<file path="config.mk">
export PLATFORM = sky130hd
export DESIGN_NAME = itlb_refill_flat
export DESIGN_NICKNAME = d
export VERILOG_FILES = /design/src/rtl/itlb_refill_if.sv /design/src/rtl/itlb_refill.sv /design/src/flat_wrapper.sv
export SDC_FILE = /design/constraint.sdc
export NUM_CORES = 1
export LEC_CHECK = 0
export ABC_AREA = 1
export BUFFER_PORTS_ARGS = -buffer_cell sky130_fd_sc_hd__clkbuf_2
export CAP_MARGIN = 20
export CORE_MARGIN = 4
export CORE_UTILIZATION = 48
export DETAILED_ROUTE_END_ITERATION = 7
export PLACE_DENSITY = 0.88
export SYNTH_ARGS = -nofsm -noshare
export SYNTH_HDL_FRONTEND = slang
export SYNTH_SLANG_ARGS = --single-unit
</file>
<file path="constraint.sdc">
create_clock -name clk -period 1.9 [get_ports clk]
set_input_delay 0.095 -clock clk [delete_from_list [all_inputs] [get_ports clk]]
set_output_delay 0.095 -clock clk [all_outputs]
set_load 0.02 [all_outputs]
</file>
<file path="src/rtl/itlb_refill_if.sv">
// Bundle of the refill walker's request, memory-read and TLB-write signals.
interface itlb_refill_if #(
    parameter int unsigned CONFIG_AW          = 32,
    parameter int unsigned CONFIG_DW          = 32,
    parameter int unsigned CONFIG_P_PAGE_SIZE = 13,
    parameter int unsigned CONFIG_ITLB_P_SETS = 7
);
    localparam int unsigned VPN_DW = CONFIG_AW - CONFIG_P_PAGE_SIZE;

    logic                          start;
    logic [VPN_DW-1:0]             vpn;
    logic [CONFIG_AW-1:0]          ptbr;
    logic                          abort;
    logic                          busy;
    logic                          done;
    logic                          fault;
    logic                          mem_req;
    logic [CONFIG_AW-1:0]          mem_addr;
    logic                          mem_ready;
    logic                          mem_rvalid;
    logic [CONFIG_DW-1:0]          mem_rdata;
    logic                          msr_imm_tlbl_we;
    logic [CONFIG_ITLB_P_SETS-1:0] msr_imm_tlbl_idx;
    logic [CONFIG_DW-1:0]          msr_imm_tlbl_nxt;
    logic                          msr_imm_tlbh_we;
    logic [CONFIG_ITLB_P_SETS-1:0] msr_imm_tlbh_idx;
    logic [CONFIG_DW-1:0]          msr_imm_tlbh_nxt;

    // Walker side
    modport master (
        input  start, vpn, ptbr, abort, mem_ready, mem_rvalid, mem_rdata,
        output busy, done, fault, mem_req, mem_addr,
               msr_imm_tlbl_we, msr_imm_tlbl_idx, msr_imm_tlbl_nxt,
               msr_imm_tlbh_we, msr_imm_tlbh_idx, msr_imm_tlbh_nxt
    );

    // Requester / memory / TLB side
    modport slave (
        output start, vpn, ptbr, abort, mem_ready, mem_rvalid, mem_rdata,
        input  busy, done, fault, mem_req, mem_addr,
               msr_imm_tlbl_we, msr_imm_tlbl_idx, msr_imm_tlbl_nxt,
               msr_imm_tlbh_we, msr_imm_tlbh_idx, msr_imm_tlbh_nxt
    );
endinterface

</file>
<file path="src/rtl/itlb_refill.sv">
// Two-level hardware page-table walker that refills one ITLB entry on a miss.
module itlb_refill #(
    parameter int unsigned CONFIG_AW          = 32,
    parameter int unsigned CONFIG_DW          = 32,
    parameter int unsigned CONFIG_P_PAGE_SIZE = 13,
    parameter int unsigned CONFIG_ITLB_P_SETS = 7
) (
    input  logic             clk,
    input  logic             rst,
    itlb_refill_if.master    bus
);
    localparam int unsigned VPN_DW    = CONFIG_AW - CONFIG_P_PAGE_SIZE;
    localparam int unsigned L2_IDX_W  = 10;
    localparam int unsigned PTBR_HI_W = CONFIG_AW - 11;
    localparam int unsigned PDE_HI_W  = CONFIG_DW - 12;

    typedef enum logic [2:0] {
        S_IDLE, S_L1_REQ, S_L1_WAIT, S_L2_REQ, S_L2_WAIT, S_FILL, S_FAULT, S_DRAIN
    } state_t;

    state_t                        state_q, state_d;
    logic [VPN_DW-1:0]             vpn_q, vpn_d;
    logic [PTBR_HI_W-1:0]          ptbr_q, ptbr_d;
    logic [PDE_HI_W-1:0]           pde_q, pde_d;
    logic [CONFIG_DW-1:0]          pte_q, pte_d;
    logic                          busy_q, busy_d;
    logic                          done_q, done_d;
    logic                          fault_q, fault_d;
    logic                          mem_req_q, mem_req_d;
    logic [CONFIG_AW-1:0]          mem_addr_q, mem_addr_d;
    logic                          we_q, we_d;
    logic [CONFIG_ITLB_P_SETS-1:0] idx_q, idx_d;
    logic [CONFIG_DW-1:0]          tlbl_nxt_q, tlbl_nxt_d;
    logic [CONFIG_DW-1:0]          tlbh_nxt_q, tlbh_nxt_d;
    logic                          mem_accept_c;
    logic                          unused_ptbr_lo;

    assign mem_accept_c   = mem_req_q & bus.mem_ready;
    assign unused_ptbr_lo = ^bus.ptbr[10:0];

    // Walk sequencing plus registered outputs derived from the next state
    always_comb begin
        state_d = state_q;
        vpn_d   = vpn_q;
        ptbr_d  = ptbr_q;
        pde_d   = pde_q;
        pte_d   = pte_q;

        case (state_q)
            S_IDLE: begin
                if (bus.start) begin
                    vpn_d   = bus.vpn;
                    ptbr_d  = bus.ptbr[CONFIG_AW-1:11];
                    state_d = S_L1_REQ;
                end
            end
            S_L1_REQ, S_L2_REQ: begin
                // An accepted request still owes a response, so an abort must drain it
                if (bus.abort)        state_d = mem_accept_c ? S_DRAIN : S_IDLE;
                else if (mem_accept_c) state_d = (state_q == S_L1_REQ) ? S_L1_WAIT : S_L2_WAIT;
            end
            S_L1_WAIT: begin
                if (bus.abort) begin
                    state_d = bus.mem_rvalid ? S_IDLE : S_DRAIN;
                end else if (bus.mem_rvalid) begin
                    if (bus.mem_rdata[0]) begin
                        pde_d   = bus.mem_rdata[CONFIG_DW-1:12];
                        state_d = S_L2_REQ;
                    end else begin
                        state_d = S_FAULT;
                    end
                end
            end
            S_L2_WAIT: begin
                if (bus.abort) begin
                    state_d = bus.mem_rvalid ? S_IDLE : S_DRAIN;
                end else if (bus.mem_rvalid) begin
                    if (bus.mem_rdata[0]) begin
                        pte_d   = bus.mem_rdata;
                        state_d = S_FILL;
                    end else begin
                        state_d = S_FAULT;
                    end
                end
            end
            S_FILL, S_FAULT: state_d = S_IDLE;
            S_DRAIN: begin
                if (bus.mem_rvalid) state_d = S_IDLE;
            end
            default: state_d = S_IDLE;
        endcase

        busy_d     = (state_d != S_IDLE);
        done_d     = (state_d == S_FILL) || (state_d == S_FAULT);
        fault_d    = (state_d == S_FAULT);
        we_d       = (state_d == S_FILL);
        mem_req_d  = (state_d == S_L1_REQ) || (state_d == S_L2_REQ);
        mem_addr_d = (state_d == S_L2_REQ)
                   ? {pde_d, vpn_d[L2_IDX_W-1:0], 2'b00}
                   : {ptbr_d, vpn_d[VPN_DW-1:L2_IDX_W], 2'b00};
        idx_d      = vpn_d[CONFIG_ITLB_P_SETS-1:0];
        tlbl_nxt_d = {vpn_d, 12'b0, 1'b1};
        tlbh_nxt_d = pte_d;
    end

    // State, captured walk context and output registers
    always_ff @(posedge clk) begin
        if (rst) begin
            state_q    <= S_IDLE;
            vpn_q      <= '0;
            ptbr_q     <= '0;
            pde_q      <= '0;
            pte_q      <= '0;
            busy_q     <= 1'b0;
            done_q     <= 1'b0;
            fault_q    <= 1'b0;
            mem_req_q  <= 1'b0;
            mem_addr_q <= '0;
            we_q       <= 1'b0;
            idx_q      <= '0;
            tlbl_nxt_q <= '0;
            tlbh_nxt_q <= '0;
        end else begin
            state_q    <= state_d;
            vpn_q      <= vpn_d;
            ptbr_q     <= ptbr_d;
            pde_q      <= pde_d;
            pte_q      <= pte_d;
            busy_q     <= busy_d;
            done_q     <= done_d;
            fault_q    <= fault_d;
            mem_req_q  <= mem_req_d;
            mem_addr_q <= mem_addr_d;
            we_q       <= we_d;
            idx_q      <= idx_d;
            tlbl_nxt_q <= tlbl_nxt_d;
            tlbh_nxt_q <= tlbh_nxt_d;
        end
    end

    assign bus.busy             = busy_q;
    assign bus.done             = done_q;
    assign bus.fault            = fault_q;
    assign bus.mem_req          = mem_req_q;
    assign bus.mem_addr         = mem_addr_q;
    assign bus.msr_imm_tlbl_we  = we_q;
    assign bus.msr_imm_tlbl_idx = idx_q;
    assign bus.msr_imm_tlbl_nxt = tlbl_nxt_q;
    assign bus.msr_imm_tlbh_we  = we_q;
    assign bus.msr_imm_tlbh_idx = idx_q;
    assign bus.msr_imm_tlbh_nxt = tlbh_nxt_q;
endmodule

</file>
<file path="src/flat_wrapper.sv">
// flat-port wrapper written by rule: the top's interface ports become plain ports
module itlb_refill_flat 
#(
    parameter int unsigned CONFIG_AW          = 32,
    parameter int unsigned CONFIG_DW          = 32,
    parameter int unsigned CONFIG_P_PAGE_SIZE = 13,
    parameter int unsigned CONFIG_ITLB_P_SETS = 7
)
  (clk, rst, bus_start, bus_vpn, bus_ptbr, bus_abort, bus_mem_ready, bus_mem_rvalid, bus_mem_rdata, bus_busy, bus_done, bus_fault, bus_mem_req, bus_mem_addr, bus_msr_imm_tlbl_we, bus_msr_imm_tlbl_idx, bus_msr_imm_tlbl_nxt, bus_msr_imm_tlbh_we, bus_msr_imm_tlbh_idx, bus_msr_imm_tlbh_nxt);
  itlb_refill_if #(.CONFIG_AW(CONFIG_AW), .CONFIG_DW(CONFIG_DW), .CONFIG_P_PAGE_SIZE(CONFIG_P_PAGE_SIZE), .CONFIG_ITLB_P_SETS(CONFIG_ITLB_P_SETS)) bus_i ();
  input  logic clk;
  input  logic rst;
  input wire logic [$bits(bus_i.start)-1:0] bus_start;
  input wire logic [$bits(bus_i.vpn)-1:0] bus_vpn;
  input wire logic [$bits(bus_i.ptbr)-1:0] bus_ptbr;
  input wire logic [$bits(bus_i.abort)-1:0] bus_abort;
  input wire logic [$bits(bus_i.mem_ready)-1:0] bus_mem_ready;
  input wire logic [$bits(bus_i.mem_rvalid)-1:0] bus_mem_rvalid;
  input wire logic [$bits(bus_i.mem_rdata)-1:0] bus_mem_rdata;
  output wire logic [$bits(bus_i.busy)-1:0] bus_busy;
  output wire logic [$bits(bus_i.done)-1:0] bus_done;
  output wire logic [$bits(bus_i.fault)-1:0] bus_fault;
  output wire logic [$bits(bus_i.mem_req)-1:0] bus_mem_req;
  output wire logic [$bits(bus_i.mem_addr)-1:0] bus_mem_addr;
  output wire logic [$bits(bus_i.msr_imm_tlbl_we)-1:0] bus_msr_imm_tlbl_we;
  output wire logic [$bits(bus_i.msr_imm_tlbl_idx)-1:0] bus_msr_imm_tlbl_idx;
  output wire logic [$bits(bus_i.msr_imm_tlbl_nxt)-1:0] bus_msr_imm_tlbl_nxt;
  output wire logic [$bits(bus_i.msr_imm_tlbh_we)-1:0] bus_msr_imm_tlbh_we;
  output wire logic [$bits(bus_i.msr_imm_tlbh_idx)-1:0] bus_msr_imm_tlbh_idx;
  output wire logic [$bits(bus_i.msr_imm_tlbh_nxt)-1:0] bus_msr_imm_tlbh_nxt;
  assign bus_i.start = bus_start;
  assign bus_i.vpn = bus_vpn;
  assign bus_i.ptbr = bus_ptbr;
  assign bus_i.abort = bus_abort;
  assign bus_i.mem_ready = bus_mem_ready;
  assign bus_i.mem_rvalid = bus_mem_rvalid;
  assign bus_i.mem_rdata = bus_mem_rdata;
  assign bus_busy = bus_i.busy;
  assign bus_done = bus_i.done;
  assign bus_fault = bus_i.fault;
  assign bus_mem_req = bus_i.mem_req;
  assign bus_mem_addr = bus_i.mem_addr;
  assign bus_msr_imm_tlbl_we = bus_i.msr_imm_tlbl_we;
  assign bus_msr_imm_tlbl_idx = bus_i.msr_imm_tlbl_idx;
  assign bus_msr_imm_tlbl_nxt = bus_i.msr_imm_tlbl_nxt;
  assign bus_msr_imm_tlbh_we = bus_i.msr_imm_tlbh_we;
  assign bus_msr_imm_tlbh_idx = bus_i.msr_imm_tlbh_idx;
  assign bus_msr_imm_tlbh_nxt = bus_i.msr_imm_tlbh_nxt;
  itlb_refill #(.CONFIG_AW(CONFIG_AW), .CONFIG_DW(CONFIG_DW), .CONFIG_P_PAGE_SIZE(CONFIG_P_PAGE_SIZE), .CONFIG_ITLB_P_SETS(CONFIG_ITLB_P_SETS)) u_core (.clk(clk), .rst(rst), .bus(bus_i));
endmodule
</file>
==> flow_metrics.env, run 1 <==
export IMPL_top_library_cells_by_usage_in_the_layout_fill_and_taps_aside="sky130_fd_sc_hd__nor2_1, sky130_fd_sc_hd__clkbuf_2, sky130_fd_sc_hd__dfxtp_1, sky130_fd_sc_hd__nand2_1, sky130_fd_sc_hd__dlygate4sd3_1"
export IMPL_floorplan_rows=37
export IMPL_final_instance_count_excl_fill=1059
export IMPL_detail_route_vias_per_cell=4.77
export IMPL_cts_htree_levels=4
export IMPL_drt_iter0_drc=381
export IMPL_outcome="complete, no violations"
export IMPL_place_congestion=0.886
export IMPL_grt_pass1_wl_mm=23.7
export IMPL_p_leak_nw=4.22
export IMPL_min_delay_path_class="input pin to register"
export IMPL_clk_latency_ns=0.50
export IMPL_synth_top_cells_by_area="sky130_fd_sc_hd__dfxtp_1, sky130_fd_sc_hd__nor2_1, sky130_fd_sc_hd__nand2_1, sky130_fd_sc_hd__mux2i_1, sky130_fd_sc_hd__o21ai_0"
export IMPL_cp_endpoint="u_core.bus.mem_addr[2]"
export IMPL_critical_path_top_cell_by_count="sky130_fd_sc_hd__nor2_1"
export IMPL_sum_of_internal_switching_and_leakage_power_mw=7.39
export IMPL_mostFrequentLayoutCell="sky130_fd_sc_hd__nor2_1"
export IMPL_timing_critical_path_slowest_stage_cell="sky130_fd_sc_hd__dfxtp_1"
export IMPL_area_of_the_core_mm2=0.0104
export IMPL_report_final_setup_viol=0
export IMPL_route_vias_total=5056
export IMPL_postSynthRegisterBits=131
export IMPL_clock_root_buffer="sky130_fd_sc_hd__clkbuf_8"
export IMPL_met2WireLength_mm=7.31
export IMPL_syn_instance_count=678
export IMPL_endpoint_of_the_worst_register_to_register_path="u_core.bus.mem_addr[2]"
export IMPL_number_of_global_route_vias_before_repair=4800
export IMPL_flow_area_growth_from_synthesis_pct=43.6
export IMPL_synth_cell_type_count=25
export IMPL_syn_area_mm2=0.00513
export IMPL_yosysTopAreaCell="sky130_fd_sc_hd__dfxtp_1"
export IMPL_portion_of_the_clock_cycle_consumed_by_the_worst_path_in_the_final_layout_pct=92.0
export IMPL_powerDensity_mw_per_mm2=1000
export IMPL_top_signal_layer_used="met4"
export IMPL_grt_usage_pct=23.6
export IMPL_grt_overflow_total=0
export IMPL_syn_mean_instance_area_um2=7.56
export IMPL_synth_sequential_area_ratio_pct=51.2
export IMPL_postLayoutSetupSlackWorst_ns=0.152
export IMPL_num_nets_final=1000
export IMPL_avgRoutedWirePerCell_um=14.4
export IMPL_final_min_clock_period_ns=1.75
export IMPL_routed_wirelength_mm=15.3
export IMPL_ir_worst_vdd_uv=544
export IMPL_cts_sinks=131
export IMPL_hold_violations=0
export IMPL_critPathArrivalTime_ns=2.14
export IMPL_die_w_um=111
export IMPL_post_route_drc_count=0
export IMPL_post_route_cell_area_mm2=0.00736
export IMPL_post_route_cells_drive_above_1_share_pct=25.2
export IMPL_grt_max_degree=63
export IMPL_yosys_warnings=0
export IMPL_post_place_ws_ns=0.00745
export IMPL_yosys_area_top_type_share_pct=51.2
export IMPL_drt_pass1_iter_count=5
export IMPL_critical_path_peak_fanout=30
export IMPL_initial_core_util_pct=49.4
export IMPL_dp_cells=958
export IMPL_cts_tree="built"
export IMPL_floorplan_io_pins=205
export IMPL_grt_setup_unrepaired="false"
export IMPL_asyncSetResetFlopFracSynth_pct=0
export IMPL_timing_reg2reg_setup_slack_ns=0.15
export IMPL_dpl_instance_area_mm2=0.00603
export IMPL_drv_slew=0
export IMPL_clock_tree_buffer_depth=2
export IMPL_critical_path_depth=10
export IMPL_critPathLaunchType="register"
export IMPL_kind_of_critical_path="register to register"
export IMPL_rr_worst_depth=10
export IMPL_design_die_area_mm2=0.0124
export IMPL_cts_buffers=17
export IMPL_routed_wl_met3_mm=1.30
export IMPL_cp_data_required_time_ns=2.29
export IMPL_critPathCaptureType="register"
export IMPL_cpPeakStageDelay_ns=0.41
export IMPL_rr_startpoint="u_core.state_q[0]"
export IMPL_synth_flop_cell="sky130_fd_sc_hd__dfxtp_1"
export IMPL_critPathTopFamily="simple AND/OR/NAND/NOR gates"
export IMPL_path_buf_inv=2
export IMPL_half_perimeter_wire_length_after_detailed_placement_mm=9.06
export IMPL_clock_skew_ns=0.0108
export IMPL_synth_edf_count=0
export IMPL_route_antenna_remaining_nets=0
export IMPL_drt_met1_wl_mm=6.17
export IMPL_setup_tns_ns=0
export IMPL_post_cts_setup_buffers=0
export IMPL_initial_antenna_violation_count=1
export IMPL_critical_path_cell_chain="inv_1, nand3_1, nand2_1, nand2_1, nor2_1, nor2_2, nand3_4, clkbuf_16, nor2_1, nor2_1"
export IMPL_buffer_ports_inserted=179
export IMPL_fmax_mhz=572
export IMPL_crit_path_start="u_core.state_q[0]"
export IMPL_clkSlewWorstSetupHoldPaths_ns=0.06
export IMPL_timing_max_cap_violations=0
export IMPL_die_h_um=111
state kept, by name (all words and copies together), names as in the netlist:
register,count
u_core.bus.mem_req,1
u_core.bus.msr_imm_tlbh_nxt,32
u_core.bus.msr_imm_tlbh_idx,6
u_core.bus.done,1
u_core.bus.msr_imm_tlbh_we,1
u_core.pde_q,20
u_core.bus.msr_imm_tlbl_nxt,14
u_core.bus.busy,1
u_core.bus.fault,1
u_core.state_q,3
u_core.bus.mem_addr,30
u_core.ptbr_q,21
cells by family after synthesis:
family	after synthesis	share of synthesized area [%]
and+or+nand+nor	323	24.8
other	1	0.0732
buffers and inverters	128	11.7
DFF	131	51.2
muxes	30	5.86
AOI/OAI and AO/OA	65	6.40
through the flow:
| step | utilization (%) | hold slack, ns |
|---|---|---|
| final | 71.0 | 0.0200 |
| after global placement | 58.1 | 0.316 |
| after detailed placement | 58.1 | 0.325 |
| after global routing | 71.0 | 0.0351 |
| after CTS | 70.6 | 0.00176 |
| after floorplan | - | 0.230 |
final cells by class:
type / count / area (um^2)
fillers: 781 / 3010
flip-flops and latches: 131 / 2620
multi-input cells: 432 / 1980
repair buffers: 264 / 1750
clock buffers: 21 / 439
inverters: 65 / 244
well taps: 136 / 170
clock inverters: 8 / 154
diodes: 2 / 5.00
layer usage:
| metal | global-route usage, % | up-vias |
|---|---|---|
| li1 | - | 2502 |
| met1 | 28.3 | 2266 |
| met2 | 38.8 | 249 |
| met3 | 7.50 | 39 |
| met4 | 10.7 | 0 |
| met5 | 0 | - |
synth_stat cells, types with 2 or more instances:
cell type and n:
sky130_fd_sc_hd__mux2i_1 30, sky130_fd_sc_hd__buf_4 29, sky130_fd_sc_hd__inv_1 63, sky130_fd_sc_hd__nor2_1 195, sky130_fd_sc_hd__o21ai_0 60, sky130_fd_sc_hd__dfxtp_1 131, sky130_fd_sc_hd__nand4_1 3, sky130_fd_sc_hd__inv_2 2
sky130_fd_sc_hd__o21ai_1 2, sky130_fd_sc_hd__or2_0 2, sky130_fd_sc_hd__nand2_1 102, sky130_fd_sc_hd__nand3_1 9, sky130_fd_sc_hd__a21oi_1 2, sky130_fd_sc_hd__buf_2 9, sky130_fd_sc_hd__buf_1 2, sky130_fd_sc_hd__or2_1 7
sky130_fd_sc_hd__clkbuf_1 22
timing repair:
| item | 4_1_cts | 5_1_grt |
|---|---|---|
| hold endpoints to repair | 116 | 0 |
| resized for setup | 1 | 4 |
| setup endpoints to repair | 1 | 27 |
| gates cloned | 0 | 1 |
| hold buffers | 69 | 0 |
| pin swaps | 0 | 0 |
tightest hold or removal path, stage by stage:
cell                       delay [ns]
sky130_fd_sc_hd__clkbuf_2        0.08
sky130_fd_sc_hd__or2_1           0.08
sky130_fd_sc_hd__o21ai_0         0.12
sky130_fd_sc_hd__nor2_1          0.10
how the worst min path moves through the flow:
stage,start,end,cells after the start
detailed placement,bus_mem_rdata[7],u_core.bus.msr_imm_tlbh_nxt[7],3
global route,bus_vpn[8],u_core.bus.msr_imm_tlbl_nxt[21],4
finish,bus_vpn[8],u_core.bus.msr_imm_tlbl_nxt[21],4
global placement,bus_mem_rdata[5],u_core.bus.msr_imm_tlbh_nxt[5],3
floorplan,bus_mem_rdata[10],u_core.bus.msr_imm_tlbh_nxt[10],2
CTS,bus_vpn[8],u_core.bus.msr_imm_tlbl_nxt[21],4
power breakdown:
group | total (mW) | switching (mW) | internal [mW]
registers | 2.97 | 0.0721 | 2.90
clock network | 3.32 | 1.16 | 2.15
logic | 1.09 | 0.660 | 0.435
Power figures use the tool's default switching activity.
==> run 2: changes to the inputs <==
--- a/config.mk
+++ b/config.mk
@@ -12,6 +12,7 @@
 export CORE_UTILIZATION = 48
 export DETAILED_ROUTE_END_ITERATION = 7
 export PLACE_DENSITY = 0.88
+export SETUP_SLACK_MARGIN = 0.4
 export SYNTH_ARGS = -nofsm -noshare
 export SYNTH_HDL_FRONTEND = slang
 export SYNTH_SLANG_ARGS = --single-unit
==> run 2 against run 1 <==
Against the previous run: first-iteration DRC count increased by 24%; clock-buffer cell count unchanged; core utilization increased by 7.1 points; non-clock buffer count increased by 18; total power increased by 3.9%; flip-flop and latch count unchanged; sequential share of layout area decreased by 3.1 points.
==> flow_metrics.env, run 2 (synthesis results as in run 1) <==
export IMPL_crit_path_start="u_core.state_q[2]"
export IMPL_powerDensity_mw_per_mm2=947
export IMPL_drt_pass1_iter_count=5
export IMPL_largest_reg_flops=32
export IMPL_grt_setup_unrepaired="true"
export IMPL_floorplan_rows=37
export IMPL_cts_buffers=17
export IMPL_detail_route_vias_per_cell=4.93
export IMPL_route_vias_total=5314
export IMPL_hold_violations=0
export IMPL_clock_tree_buffer_depth=2
export IMPL_grt_max_degree=63
export IMPL_endpoint_of_the_worst_register_to_register_path="u_core.bus.mem_addr[4]"
export IMPL_timing_reg2reg_setup_slack_ns=0.13
export IMPL_place_congestion=0.886
export IMPL_setup_tns_ns=0
export IMPL_clkSlewWorstSetupHoldPaths_ns=0.06
export IMPL_drv_slew=0
export IMPL_num_nets_final=1018
export IMPL_clock_skew_ns=0.0115
export IMPL_outcome="complete, no violations"
export IMPL_fmax_mhz=565
export IMPL_rr_worst_depth=12
export IMPL_cts_htree_levels=4
export IMPL_flow_area_growth_from_synthesis_pct=58.0
export IMPL_p_leak_nw=4.41
export IMPL_mostFrequentLayoutCell="sky130_fd_sc_hd__clkbuf_2"
export IMPL_floorplan_io_pins=205
export IMPL_half_perimeter_wire_length_after_detailed_placement_mm=9.06
export IMPL_critical_path_peak_fanout=8
export IMPL_critPathLaunchType="register"
export IMPL_critPathCaptureType="register"
export IMPL_design_die_area_mm2=0.0124
export IMPL_cts_tree="built"
export IMPL_number_of_global_route_vias_before_repair=5171
export IMPL_relSlewSlack_pct=66.9
export IMPL_die_h_um=111
export IMPL_clock_root_buffer="sky130_fd_sc_hd__clkbuf_8"
export IMPL_timing_max_cap_violations=0
export IMPL_rr_startpoint="u_core.state_q[2]"
export IMPL_min_delay_path_class="input pin to register"
export IMPL_post_route_drc_count=0
export IMPL_drt_iter0_drc=471
export IMPL_avgRoutedWirePerCell_um=16.5
export IMPL_routed_wirelength_mm=17.8
export IMPL_sum_of_internal_switching_and_leakage_power_mw=7.67
export IMPL_initial_core_util_pct=49.4
export IMPL_initial_antenna_violation_count=1
export IMPL_portion_of_the_clock_cycle_consumed_by_the_worst_path_in_the_final_layout_pct=93.2
export IMPL_clk_latency_ns=0.50
export IMPL_tightestPinTransition_ns=0.483
export IMPL_area_of_the_core_mm2=0.0104
export IMPL_hp_start="bus_vpn[8]"
export IMPL_ir_worst_vdd_uv=557
export IMPL_critPathArrivalTime_ns=2.20
export IMPL_grt_usage_pct=26.6
export IMPL_top_library_cells_by_usage_in_the_layout_fill_and_taps_aside="sky130_fd_sc_hd__clkbuf_2, sky130_fd_sc_hd__nor2_1, sky130_fd_sc_hd__dfxtp_1, sky130_fd_sc_hd__nand2_1, sky130_fd_sc_hd__dlygate4sd3_1"
export IMPL_report_final_setup_viol=0
export IMPL_cp_endpoint="u_core.bus.mem_addr[4]"
export IMPL_post_route_cells_drive_above_1_share_pct=34.9
export IMPL_buffer_ports_inserted=179
export IMPL_kind_of_critical_path="register to register"
export IMPL_die_w_um=111
export IMPL_grt_pass1_wl_mm=26.4
export IMPL_cts_sinks=131
export IMPL_grt_overflow_total=0
export IMPL_route_antenna_remaining_nets=0
export IMPL_final_min_clock_period_ns=1.77
export IMPL_cp_data_required_time_ns=2.33
-- run 2: critical path, stage by stage (launching register included) --
cell	delay [ns]
sky130_fd_sc_hd__dfxtp_4	0.36
sky130_fd_sc_hd__buf_6	0.14
sky130_fd_sc_hd__nor2_2	0.17
sky130_fd_sc_hd__a21oi_2	0.10
sky130_fd_sc_hd__nand2_4	0.07
sky130_fd_sc_hd__nor2_4	0.04
sky130_fd_sc_hd__nor2_4	0.12
sky130_fd_sc_hd__nand3_4	0.13
sky130_fd_sc_hd__buf_6	0.16
sky130_fd_sc_hd__buf_12	0.14
sky130_fd_sc_hd__nand2_4	0.06
sky130_fd_sc_hd__nand2_2	0.06
sky130_fd_sc_hd__nor2_2	0.14
-- run 2: per-stage QoR --
stage,instance area (um^2),cells,hold WS (ns),worst slack (ns),utilization (%)
2_1_floorplan,5170,691,0.230,0.504,-
3_3_place_gp,6030,958,0.316,0.0256,58.1
3_5_place_dp,6030,958,0.325,0.00745,58.1
4_1_cts,7770,1070,0.00176,0.235,74.9
5_1_grt,8100,1076,0.0302,0.0575,78.1
6_report,8100,1077,0.0161,0.129,78.1
-- run 2: layout make-up --
class / count / area [um^2]
well taps: 136 / 170
inverters: 65 / 249
clock inverters: 8 / 154
clock buffers: 21 / 439
fillers: 657 / 2270
diodes: 2 / 5.00
multi-input cells: 432 / 2370
flip-flops and latches: 131 / 2630
repair buffers: 282 / 2080
-- run 2: timing repair --
| item | CTS | global route |
|---|---|---|
| gates resized for setup | 64 | 77 |
| gates cloned | 6 | 1 |
| endpoints found under the setup margin | 66 | 46 |
| hold buffers | 69 | 0 |
| pin swaps | 9 | 25 |
| hold endpoints to repair | 115 | 0 |
| setup buffers | 8 | 4 |
-- run 2: where the power goes --
group	switching (mW)	leakage (nW)	total, mW	internal (mW)
sequential	0.0817	1.07	2.98	2.90
clock	1.18	0.285	3.33	2.15
combinational	0.792	3.05	1.35	0.563
total	2.05	4.41	7.67	5.62
-- run 2: worst min path at each step --
stage	end	depth (start not counted)
CTS	u_core.bus.msr_imm_tlbl_nxt[21]	4
finish	u_core.bus.msr_imm_tlbl_nxt[21]	4
detailed placement	u_core.bus.msr_imm_tlbh_nxt[7]	3
global placement	u_core.bus.msr_imm_tlbh_nxt[5]	3
floorplan	u_core.bus.msr_imm_tlbh_nxt[10]	2
global route	u_core.bus.msr_imm_tlbl_nxt[21]	4
-- run 2: per-layer routing --
layer	wire length (um)	vias to the layer above	GRT usage (%)
li1	-	2537	-
met1	6820	2422	30.6
met2	8880	295	45.1
met3	1360	60	7.88
met4	741	0	13.1
met5	0	-	0
==> run 3: changes to the inputs <==
--- a/config.mk
+++ b/config.mk
@@ -11,6 +11,7 @@
 export CORE_MARGIN = 4
 export CORE_UTILIZATION = 48
 export DETAILED_ROUTE_END_ITERATION = 7
+export MAX_ROUTING_LAYER = met4
 export PLACE_DENSITY = 0.88
 export SETUP_SLACK_MARGIN = 0.4
 export SYNTH_ARGS = -nofsm -noshare
==> run 3 against run 2 <==
Against the previous run: clock skew fell by 0.0014 ns; die area did not move; largest cell class unchanged; critical path type unchanged; critical endpoint is now u_core.bus.mem_addr[8]; worst hold slack improved by 0.062 ns.
==> flow_metrics.env, run 3 (synthesis results as in run 1) <==
export IMPL_drt_iter0_drc=416
export IMPL_switchingPower_mw=2.05
export IMPL_post_place_ws_ns=0.144
export IMPL_top_library_cells_by_usage_in_the_layout_fill_and_taps_aside="sky130_fd_sc_hd__clkbuf_2, sky130_fd_sc_hd__nor2_1, sky130_fd_sc_hd__dfxtp_1, sky130_fd_sc_hd__nand2_1, sky130_fd_sc_hd__dlygate4sd3_1"
export IMPL_cts_tree="built"
export IMPL_dp_cells=956
export IMPL_grt_max_degree=63
export IMPL_dpl_instance_area_mm2=0.00604
export IMPL_setup_tns_ns=0
export IMPL_crit_path_start="u_core.state_q[2]"
export IMPL_critical_path_peak_fanout=9
export IMPL_initial_core_util_pct=49.4
export IMPL_outcome="complete, no violations"
export IMPL_design_die_area_mm2=0.0124
export IMPL_rr_startpoint="u_core.state_q[2]"
export IMPL_buffer_ports_inserted=179
export IMPL_hold_path_cell_count=3
export IMPL_num_nets_final=1018
export IMPL_cts_buffers=17
export IMPL_mostFrequentLayoutCell="sky130_fd_sc_hd__clkbuf_2"
export IMPL_powerDensity_mw_per_mm2=915
export IMPL_grt_usage_pct=26.6
export IMPL_hp_start="rst"
export IMPL_initial_antenna_violation_count=0
export IMPL_routed_wirelength_mm=17.4
export IMPL_clock_skew_ns=0.0101
export IMPL_cts_htree_levels=4
export IMPL_number_of_global_route_vias_before_repair=5251
export IMPL_hold_violations=0
export IMPL_clk_latency_ns=0.50
export IMPL_critPathArrivalTime_ns=2.11
export IMPL_kind_of_critical_path="register to register"
export IMPL_p_int_mw=5.20
export IMPL_critPathCaptureType="register"
export IMPL_half_perimeter_wire_length_after_detailed_placement_mm=9.14
export IMPL_report_final_setup_viol=0
export IMPL_route_antenna_remaining_nets=0
export IMPL_endpoint_of_the_worst_register_to_register_path="u_core.bus.mem_addr[8]"
export IMPL_drt_pass1_iter_count=5
export IMPL_place_congestion=0.873
export IMPL_final_min_clock_period_ns=1.72
export IMPL_power_switching_share_pct=28.2
export IMPL_fillers=697
export IMPL_postLayoutSetupSlackWorst_ns=0.175
export IMPL_largest_reg_flops=32
export IMPL_portion_of_the_clock_cycle_consumed_by_the_worst_path_in_the_final_layout_pct=90.8
export IMPL_critPathLaunchType="register"
export IMPL_die_w_um=111
export IMPL_share_comb_of_total_power_pct=17.8
export IMPL_cts_sinks=131
export IMPL_clock_root_buffer="sky130_fd_sc_hd__clkbuf_8"
export IMPL_floorplan_rows=37
export IMPL_post_route_drc_count=0
export IMPL_fmax_mhz=580
export IMPL_die_h_um=111
export IMPL_avgRoutedWirePerCell_um=16.2
export IMPL_clock_tree_buffer_depth=2
export IMPL_grt_setup_unrepaired="true"
export IMPL_clkPwrFrac_pct=41.0
export IMPL_grt_pass1_wl_mm=25.9
export IMPL_grt_overflow_total=0
export IMPL_seq_power_share_pct=41.2
export IMPL_timing_reg2reg_setup_slack_ns=0.18
export IMPL_diodes=0
export IMPL_clkSlewWorstSetupHoldPaths_ns=0.06
export IMPL_flow_area_growth_from_synthesis_pct=54.6
export IMPL_drv_slew=0
export IMPL_timing_max_cap_violations=0
export IMPL_post_route_cells_drive_above_1_share_pct=33.5
export IMPL_floorplan_io_pins=205
export IMPL_area_of_the_core_mm2=0.0104
export IMPL_ir_worst_vdd_uv=547
export IMPL_route_vias_total=5284
export IMPL_post_route_cell_area_mm2=0.00792
export IMPL_whs_endpoint="u_core.bus.msr_imm_tlbl_nxt[0]"
export IMPL_p_leak_nw=4.37
export IMPL_min_delay_path_class="input pin to register"
export IMPL_cp_data_required_time_ns=2.28
export IMPL_detail_route_vias_per_cell=4.91
export IMPL_final_instance_count_excl_fill=1077
export IMPL_rr_worst_depth=12
==> run 3: cell count changes in the layout (fill, tap and decap cells not counted), sizes merged <==
cell         change
diode            -2
clkinv           +1
buf              -4
inv              +2
clkbuf           +1
clkinvlp         +3
dlygate4sd3      +2
bufinv           -3
==> run 3: area by class of cell <==
cell class              instances  area, um^2  area share, %
repair buffers                282        2080           26.3
clock inverters                11         105           1.33
multi-input cells             432        2250           28.3
inverters                      65         246           3.11
well taps                     136         170           2.15
flip-flops and latches        131        2640           33.3
clock buffers                  20         435           5.50
==> run 3: routing by layer <==
metal / wire, um / GRT usage, %
met3: 1090 / 5.54
met1: 6810 / 30.1
met2: 8730 / 45.0
met5: 0 / -
met4: 796 / 12.7
==> run 3: what timing repair did <==
| action | CTS | global route |
|---|---|---|
| endpoints found under the hold margin | 117 | 0 |
| resized for setup | 50 | 68 |
| setup endpoints to repair | 46 | 44 |
| hold buffers | 71 | 0 |
| buffers inserted | 7 | 4 |
| pin swaps | 13 | 27 |
| gates cloned | 5 | 3 |
==> run 3: worst max-delay path, stage by stage (launching register included) <==
cell and delay [ns]:
sky130_fd_sc_hd__dfxtp_4 0.36, sky130_fd_sc_hd__buf_6 0.13, sky130_fd_sc_hd__nor2_1 0.05, sky130_fd_sc_hd__a21oi_1 0.19
sky130_fd_sc_hd__nand2_2 0.08, sky130_fd_sc_hd__nor2_2 0.15, sky130_fd_sc_hd__nor2_4 0.06, sky130_fd_sc_hd__nand3_4 0.12
sky130_fd_sc_hd__buf_6 0.12, sky130_fd_sc_hd__buf_12 0.12, sky130_fd_sc_hd__nand2_1 0.07, sky130_fd_sc_hd__nand2_1 0.12
sky130_fd_sc_hd__nor2_1 0.06
==> run 3: power groups by stage <==
stage               combinational (mW)  sequential [mW]  clock (mW)
global route                      1.38             3.00        3.14
CTS                               1.14             2.97        3.02
detailed placement               0.941             3.03           0
floorplan                        0.516             3.15           0
global placement                 0.932             3.02           0
finish                            1.29             2.99        2.98
==> run 3: how the worst max path moves through the flow <==
stage,endpoint,slack [ns],cells past startpoint
global placement,u_core.bus.mem_addr[8],0.14,9
global route,u_core.bus.mem_addr[8],0.11,12
finish,u_core.bus.mem_addr[8],0.18,12
detailed placement,u_core.bus.mem_addr[3],0.14,9
CTS,u_core.bus.mem_addr[17],0.30,12
floorplan,u_core.bus.mem_addr[10],0.50,10
==> run 3: metrics by stage <==
| step | power [mW] | utilization, % | hold WS (ns) |
|---|---|---|---|
| 2_1_floorplan | 3.67 | - | 0.230 |
| 3_3_place_gp | 3.95 | 58.2 | 0.316 |
| 3_5_place_dp | 3.97 | 58.2 | 0.333 |
| 4_1_cts | 7.13 | 73.4 | 0.0256 |
| 5_1_grt | 7.52 | 76.4 | 0.0723 |
| 6_report | 7.25 | 76.4 | 0.0783 |
